==> src/rtl/mem_arb_pkg.sv <==
// Shared types and default widths for the unified memory port arbiter.
package mem_arb_pkg;

  localparam int unsigned ADDR_W_DEF = 5;
  localparam int unsigned DATA_W_DEF = 32;

  typedef enum logic [1:0] {
    ARB_IDLE = 2'd0,
    ARB_CPU  = 2'd1,
    ARB_HOST = 2'd2
  } arb_owner_t;

endpackage

==> src/rtl/mem_arb_stats.sv <==
// Saturating counters of accepted CPU/host transactions, with synchronous clear.
module mem_arb_stats (
  input  logic        clk,
  input  logic        rst_n,
  input  logic        stat_clr,
  input  logic        cpu_acc,
  input  logic        host_acc,
  output logic [15:0] stat_cpu_cnt,
  output logic [15:0] stat_host_cnt
);

  localparam int unsigned CNT_W = 16;
  localparam logic [CNT_W-1:0] CNT_MAX = '1;

  // Clear wins over a same-cycle accept.
  always_ff @(posedge clk or negedge rst_n) begin
    if (!rst_n) begin
      stat_cpu_cnt  <= '0;
      stat_host_cnt <= '0;
    end else if (stat_clr) begin
      stat_cpu_cnt  <= '0;
      stat_host_cnt <= '0;
    end else begin
      if (cpu_acc && (stat_cpu_cnt != CNT_MAX))
        stat_cpu_cnt <= stat_cpu_cnt + CNT_W'(1);
      if (host_acc && (stat_host_cnt != CNT_MAX))
        stat_host_cnt <= stat_host_cnt + CNT_W'(1);
    end
  end

endmodule

==> src/rtl/mem_port_arbiter.sv <==
// Round-robin arbiter with burst limit sharing one memory port between CPU and host loader.
// Optional transaction statistics when MEM_ARB_STATS_EN is defined.
module mem_port_arbiter
  import mem_arb_pkg::*;
#(
  parameter int unsigned ADDR_W    = ADDR_W_DEF,
  parameter int unsigned DATA_W    = DATA_W_DEF,
  parameter int unsigned MAX_BURST = 4
) (
  input  logic              clk,
  input  logic              rst_n,
  input  logic              cpu_req,
  input  logic              cpu_we,
  input  logic [ADDR_W-1:0] cpu_addr,
  input  logic [DATA_W-1:0] cpu_wdata,
  output logic              cpu_gnt,
  output logic [DATA_W-1:0] cpu_rdata,
  output logic              cpu_rvalid,
  input  logic              host_req,
  input  logic              host_we,
  input  logic [ADDR_W-1:0] host_addr,
  input  logic [DATA_W-1:0] host_wdata,
  output logic              host_gnt,
  output logic [DATA_W-1:0] host_rdata,
  output logic              host_rvalid,
  output logic [ADDR_W-1:0] mem_addr,
  output logic [DATA_W-1:0] mem_wdata,
  output logic              mem_we,
  input  logic [DATA_W-1:0] mem_rdata
`ifdef MEM_ARB_STATS_EN
  ,
  input  logic              stat_clr,
  output logic [15:0]       stat_cpu_cnt,
  output logic [15:0]       stat_host_cnt
`endif
);

  localparam int unsigned CNT_W = $clog2(MAX_BURST + 1);
  localparam logic [CNT_W-1:0] BURST_MAX = CNT_W'(MAX_BURST);

  arb_owner_t       owner;
  arb_owner_t       owner_nxt;
  arb_owner_t       last_owner;
  logic [CNT_W-1:0] burst_cnt;
  logic             cpu_acc;
  logic             host_acc;

  assign cpu_gnt  = (owner == ARB_CPU);
  assign host_gnt = (owner == ARB_HOST);
  assign cpu_acc  = cpu_gnt & cpu_req;
  assign host_acc = host_gnt & host_req;

  // Next owner: idle/single requester first, then burst limit, then round-robin from idle.
  always_comb begin
    owner_nxt = ARB_IDLE;
    if (cpu_req && host_req) begin
      case (owner)
        ARB_CPU:  owner_nxt = (burst_cnt < BURST_MAX) ? ARB_CPU : ARB_HOST;
        ARB_HOST: owner_nxt = (burst_cnt < BURST_MAX) ? ARB_HOST : ARB_CPU;
        default:  owner_nxt = (last_owner == ARB_CPU) ? ARB_HOST : ARB_CPU;
      endcase
    end else if (cpu_req) begin
      owner_nxt = ARB_CPU;
    end else if (host_req) begin
      owner_nxt = ARB_HOST;
    end
  end

  // Memory command mux; idle drives zeros so nothing is written.
  always_comb begin
    mem_addr  = '0;
    mem_wdata = '0;
    mem_we    = 1'b0;
    case (owner)
      ARB_CPU: begin
        mem_addr  = cpu_addr;
        mem_wdata = cpu_wdata;
        mem_we    = cpu_req & cpu_we;
      end
      ARB_HOST: begin
        mem_addr  = host_addr;
        mem_wdata = host_wdata;
        mem_we    = host_req & host_we;
      end
      default: ;
    endcase
  end

  always_ff @(posedge clk or negedge rst_n) begin
    if (!rst_n) begin
      owner      <= ARB_IDLE;
      last_owner <= ARB_HOST;
      burst_cnt  <= '0;
    end else begin
      owner <= owner_nxt;
      if (owner != ARB_IDLE)
        last_owner <= owner;
      if (owner_nxt != owner)
        burst_cnt <= CNT_W'(1);
      else if ((cpu_acc || host_acc) && (burst_cnt < BURST_MAX))
        burst_cnt <= burst_cnt + CNT_W'(1);
    end
  end

  // Read data returns to the requester that issued the read, one cycle after accept.
  always_ff @(posedge clk or negedge rst_n) begin
    if (!rst_n) begin
      cpu_rdata   <= '0;
      cpu_rvalid  <= 1'b0;
      host_rdata  <= '0;
      host_rvalid <= 1'b0;
    end else begin
      cpu_rvalid  <= cpu_acc & ~cpu_we;
      host_rvalid <= host_acc & ~host_we;
      if (cpu_acc && !cpu_we)
        cpu_rdata <= mem_rdata;
      if (host_acc && !host_we)
        host_rdata <= mem_rdata;
    end
  end

`ifdef MEM_ARB_STATS_EN
  mem_arb_stats u_stats (
    .clk           (clk),
    .rst_n         (rst_n),
    .stat_clr      (stat_clr),
    .cpu_acc       (cpu_acc),
    .host_acc      (host_acc),
    .stat_cpu_cnt  (stat_cpu_cnt),
    .stat_host_cnt (stat_host_cnt)
  );
`endif

endmodule

==> config.mk <==
export PLATFORM = sky130hd
export DESIGN_NAME = mem_port_arbiter
export DESIGN_NICKNAME = d
export VERILOG_FILES = /design/src/rtl/mem_arb_pkg.sv /design/src/rtl/mem_arb_stats.sv /design/src/rtl/mem_port_arbiter.sv
export SDC_FILE = /design/constraint.sdc
export NUM_CORES = 1
export LEC_CHECK = 0
export ABC_AREA = 1
export ABC_CLOCK_PERIOD_IN_PS = 2100
export CAP_MARGIN = 20
export CORE_UTILIZATION = 39
export CTS_BUF_LIST = sky130_fd_sc_hd__clkbuf_4
export DETAILED_ROUTE_END_ITERATION = 8
export PLACE_DENSITY = 0.95
export SYNTH_ARGS = -nofsm -noshare
export SYNTH_HDL_FRONTEND = slang
export SYNTH_SLANG_ARGS = --single-unit
export TNS_END_PERCENT = 1
==> constraint.sdc <==
create_clock -name clk -period 2.1 [get_ports clk]
set_input_delay 0.42 -clock clk [delete_from_list [all_inputs] [get_ports clk]]
set_output_delay 0.42 -clock clk [all_outputs]
set_load 0.1 [all_outputs]
Yosys cells after proc, flatten, opt, wreduce, memory -nomap -nowiden:

Cells that the tools add are included.
W data, S select, Z words.

* register bits after elaboration: 73
* bits of input ports: 112
* output and inout bits: 106
* logic and storage cells: 42

* add/subtract/negate cells: 1
* $lt $le $gt $ge: 1
* eq/ne operators: 4
* mux-type cells: 12
* bitwise gates (word level): 8
* reduce and logical (&&, ||, !) cells: 9

Operators with widths (count)
* $pmux W32 S2: 1
* $mux W2: 6
* $pmux W5 S2: 1
* $and A1 B1 Y1: 6
* $mux W3: 2
* $eq A2 B1 Y1 const B: 2
* $logic_and A1 B1 Y1: 4
* $pmux W2 S2: 1
* $reduce_bool A2 Y1: 2
* $add A3 B1 Y3 const B: 1
* $lt A3 B3 Y1 const B: 1
* $eq A2 B2 Y1 const B: 1
* $logic_not A1 Y1: 2
* $ne A2 B2 Y1: 1
* $not A1 Y1: 2
* $pmux W1 S2: 1
* $logic_or A1 B1 Y1: 1

Depth between registers and ports, before layout:

* word-level depth: 6
* mapped depth: 12
* depth with buffers taken out: 11

Least setup slack after synthesis:

OpenSTA, ideal clock, no wires.

* path type: register -> output
* start: register owner[0]
* end: output port mem_addr[1]
* arrival: 3380 ps
* data required time: 1680 ps
* setup slack: -1700 ps
* cell stages (with the launch flop): 7
* path buffers: 2
* path through: dfrtp_1 -> inv_1 -> ha_1 -> buf_6 -> clkbuf_1 -> nand2_1 -> a21oi_1

* word-level cells in the longest chain between the ends: 2
* elaborated cells between the ends (all ways): 3
* those cells by class: 2 x eq/ne; 1 x mux

Ends and longest elaborated chain
* from (decl): line mem_port_arbiter.sv:41 `arb_owner_t owner;`
* from (signal assigned): line mem_port_arbiter.sv:95 `owner <= owner_nxt;`
* $eq A2 B2 Y1
* named net host_gnt: line mem_port_arbiter.sv:23 `output logic host_gnt,`
* $pmux W5 S2: line mem_port_arbiter.sv:74 `case (owner)`
* to (decl): line mem_port_arbiter.sv:26 `output logic [ADDR_W-1:0] mem_addr,`

The timed path passes the listed nets, and every way through them passes these cells.

Worst setup path in the final report:

* start: register owner[0]
* end: output port mem_wdata[5]

* word-level cells in the longest chain between the ends: 2
* elaborated cells between the ends (all ways): 3
* those cells by class: 2 x eq/ne; 1 x mux

Ends and longest elaborated chain
* $eq A2 B2 Y1 or $eq A2 B1 Y1 (tied branches): line mem_port_arbiter.sv:74
* $pmux W32 S2 *: line mem_port_arbiter.sv:74
* to (decl): line mem_port_arbiter.sv:27 `output logic [DATA_W-1:0] mem_wdata,`

Mark *: on every way between the ends. The rest lies on a longest branch, timed or not.

==> reports/summary.txt <==
Status - finished, violations left
Failing checks - DRC, setup timing
Final worst setup slack - -0.144 ns
Detailed-router iteration count before antenna repair - 6
Maximum clock frequency - 0.446 GHz
Clk Tree Root Cell - clkbuf_4
Dpl hpwl - 9.85 mm
Rows - 34
Tmin final - 2.24 ns
Grt ovf - 0
Yosys reg bits - 73
CTS H-tree depth - 3
Post-DR wirelength/cell - 17.0 µm
R2r endpoint - burst_cnt[1]$_DFFE_PN0P_
DIE AREA - 9680 µm²
Setup violators final - 38
DRC - 18
Critical Path, Cell by Cell - inv_4 > ha_4 > clkinv_8 > buf_16 > a21oi_4 > buf_12
Worst-path clk slew - 0.12 ns
Mapped Area - 3620 µm²
Relative slew slack - 0.734
Initial Util - 0.409
Syn_nets - 546
RSZ-0062 raised after global routing - true
Hold WS - 0.439 ns
Worst path max stage delay - 0.43 ns
Worst reg2reg path startpoint - owner[0]$_DFF_PN0_
First-pass GRT wire length - 20.5 mm
Area of all sequential standard cells - 1830 µm²
Critical path peak fanout - 13
Worst Hold Class - in2async
# fillers - 556
Share of cells above drive strength 1 - 0.386
Yosys cell types - 19
Clock skew - 0.0255 ns
Width of the die - 98.4 µm
DR vias - 3783
Area occupied by multi-input gates - 1960 µm²
RePlAce Congestion - 0.871
Routed Antenna Nets - 0
Crit path kind - reg2out
Max-cap viol count - 0
# IOs - 218
Pin count of the biggest net entering global routing - 65
Layout Area Growth over Synthesis - 91.9%
IO buf count - 217
Starting DRC count in detailed routing - 130
Final net count - 771
Critical Path RT - 1.68 ns
Hold Fails Final Rpt - 0
CTS buffer count - 9
Clock sinks - 73
Slew Viols, Final - 0
Clk Latency, worst-skew pair - 0.42 ns
Clk buf depth - 2
Final WL - 13.1 mm
Synthesis warning total - 0
Actual slew at the worst max-slew pin - 0.399 ns
Initial antenna violation count - 1
Worst Reg-to-Reg Cells - 11
Crit path capture type - output pin
Cells after Synth - 428
Die height - 98.4 µm
Gr usage total - 0.275
Worst EP arrival - 1.82 ns
Via density - 4.94
CTS tree - done
CP Launch Type - flip-flop
Mean Syn Cell Area - 8.46 µm²
Number of global-route vias before repair - 4075
FF-to-FF setup slack - 0.32 ns
Core area - 8850 µm²
Critical-path top delay cell - dfrtp_2
Post-synthesis sequential area ratio - 0.505
Final period utilization - 1.07
Ant. Diodes - 0
-- layout make-up --
cell class,instances,area share
Inverter,44,0.0259
Sequential cell,73,0.263
Timing Repair Buffer,238,0.391
Tap cell,108,0.0194
Multi-Input combinational cell,287,0.282
Clock buffer,9,0.00972
Clock inverter,7,0.00864
-- Yosys cell counts, drive strengths merged --
master  instances  area share
ha              6       0.021
inv            44       0.046
o21ai          66        0.13
dfrtp          72        0.50
buf            22       0.053
dfstp           1      0.0073
nor2            4      0.0055
clkbuf          2      0.0021
a21oi          40       0.055
nand2         160        0.17
or2             1      0.0017
xor2            1      0.0024
nand3           9       0.012
-- worst max-delay path: cells and delay by family, from the launching register on --
family	cells	cell delay, ns
flip-flops	1	0.43
buffers and inverters	4	0.52
adder cells (fa/ha/maj)	1	0.30
AO/OA/AOI/OAI	1	0.15
-- worst max path at each step --
stage                             startpoint             to  slack [ns]
after global placement    owner[0]$_DFF_PN0_  mem_wdata[22]        0.14
after CTS                 owner[0]$_DFF_PN0_   mem_wdata[9]       -0.16
after detailed placement  owner[0]$_DFF_PN0_    mem_addr[3]        0.05
final                     owner[0]$_DFF_PN0_   mem_wdata[5]       -0.14
after floorplan           owner[0]$_DFF_PN0_    mem_addr[1]       -0.17
after global routing      owner[0]$_DFF_PN0_   mem_wdata[9]       -0.23
-- stage by stage --
step                area (µm²)  utilization  TNS (ns)  setup WS [ns]  cells
floorplan                 4150            -     -5.40         -0.172    428
global placement          6620        0.748         0          0.144    741
detailed placement        6620        0.748         0         0.0515    741
global route              6950        0.785     -7.98         -0.232    766
finish                    6950        0.785     -4.83         -0.144    766
CTS                       6940        0.784     -5.18         -0.159    765
-- repair_timing --
action,CTS,global route
gates cloned,3,0
setup endpoints to repair,38,38
hold buffers,1,0
pin swaps,6,2
gates resized for setup,20,2
buffers inserted,4,1
hold endpoints to repair,12,0
-- registers in the layout, indices dropped and copies added, names as in the netlist --
register / flops
burst_cnt: 3
last_owner: 2
host_rvalid: 1
cpu_rdata: 32
owner: 2
cpu_rvalid: 1
host_rdata: 32
-- placed cells by master (no fill, tap or decap), types with 2 or more instances in the layout --
master and n:
a21oi_1 2, a21oi_4 38, buf_12 46, buf_16 4, buf_4 76, clkbuf_4 9
clkdlybuf4s50_1 110, clkinvlp_4 3, dfrtp_1 71, ha_1 2, ha_4 4, inv_1 39
inv_2 3, inv_6 3, nand2_1 137, nand2_2 23, nand3_1 9, nor2_1 2
nor2_2 2, o21ai_0 2, o21ai_1 27, o21ai_2 37
-- metal layers --
layer | track usage | wire length, µm | up-vias
met5 | 0 | 9 | -
met4 | 0.111 | 363 | 2
met3 | 0.0809 | 1160 | 27
met2 | 0.491 | 6670 | 170
met1 | 0.306 | 4860 | 1773
li1 | - | - | 1811
-- kinds of logic (layout without fill, tap and decap cells) --
group / after synthesis / count (layout) / synth area share
compound gates: 106 / 106 / 0.185
xor+xnor: 1 / 1 / 0.00242
fa+ha+maj: 6 / 6 / 0.0207
buf+inv: 68 / 298 / 0.101
flops: 73 / 73 / 0.505
simple gates: 174 / 174 / 0.187
Power is not shown: default switching activity piles up to over one toggle a cycle in this logic, so the estimate is an artifact.
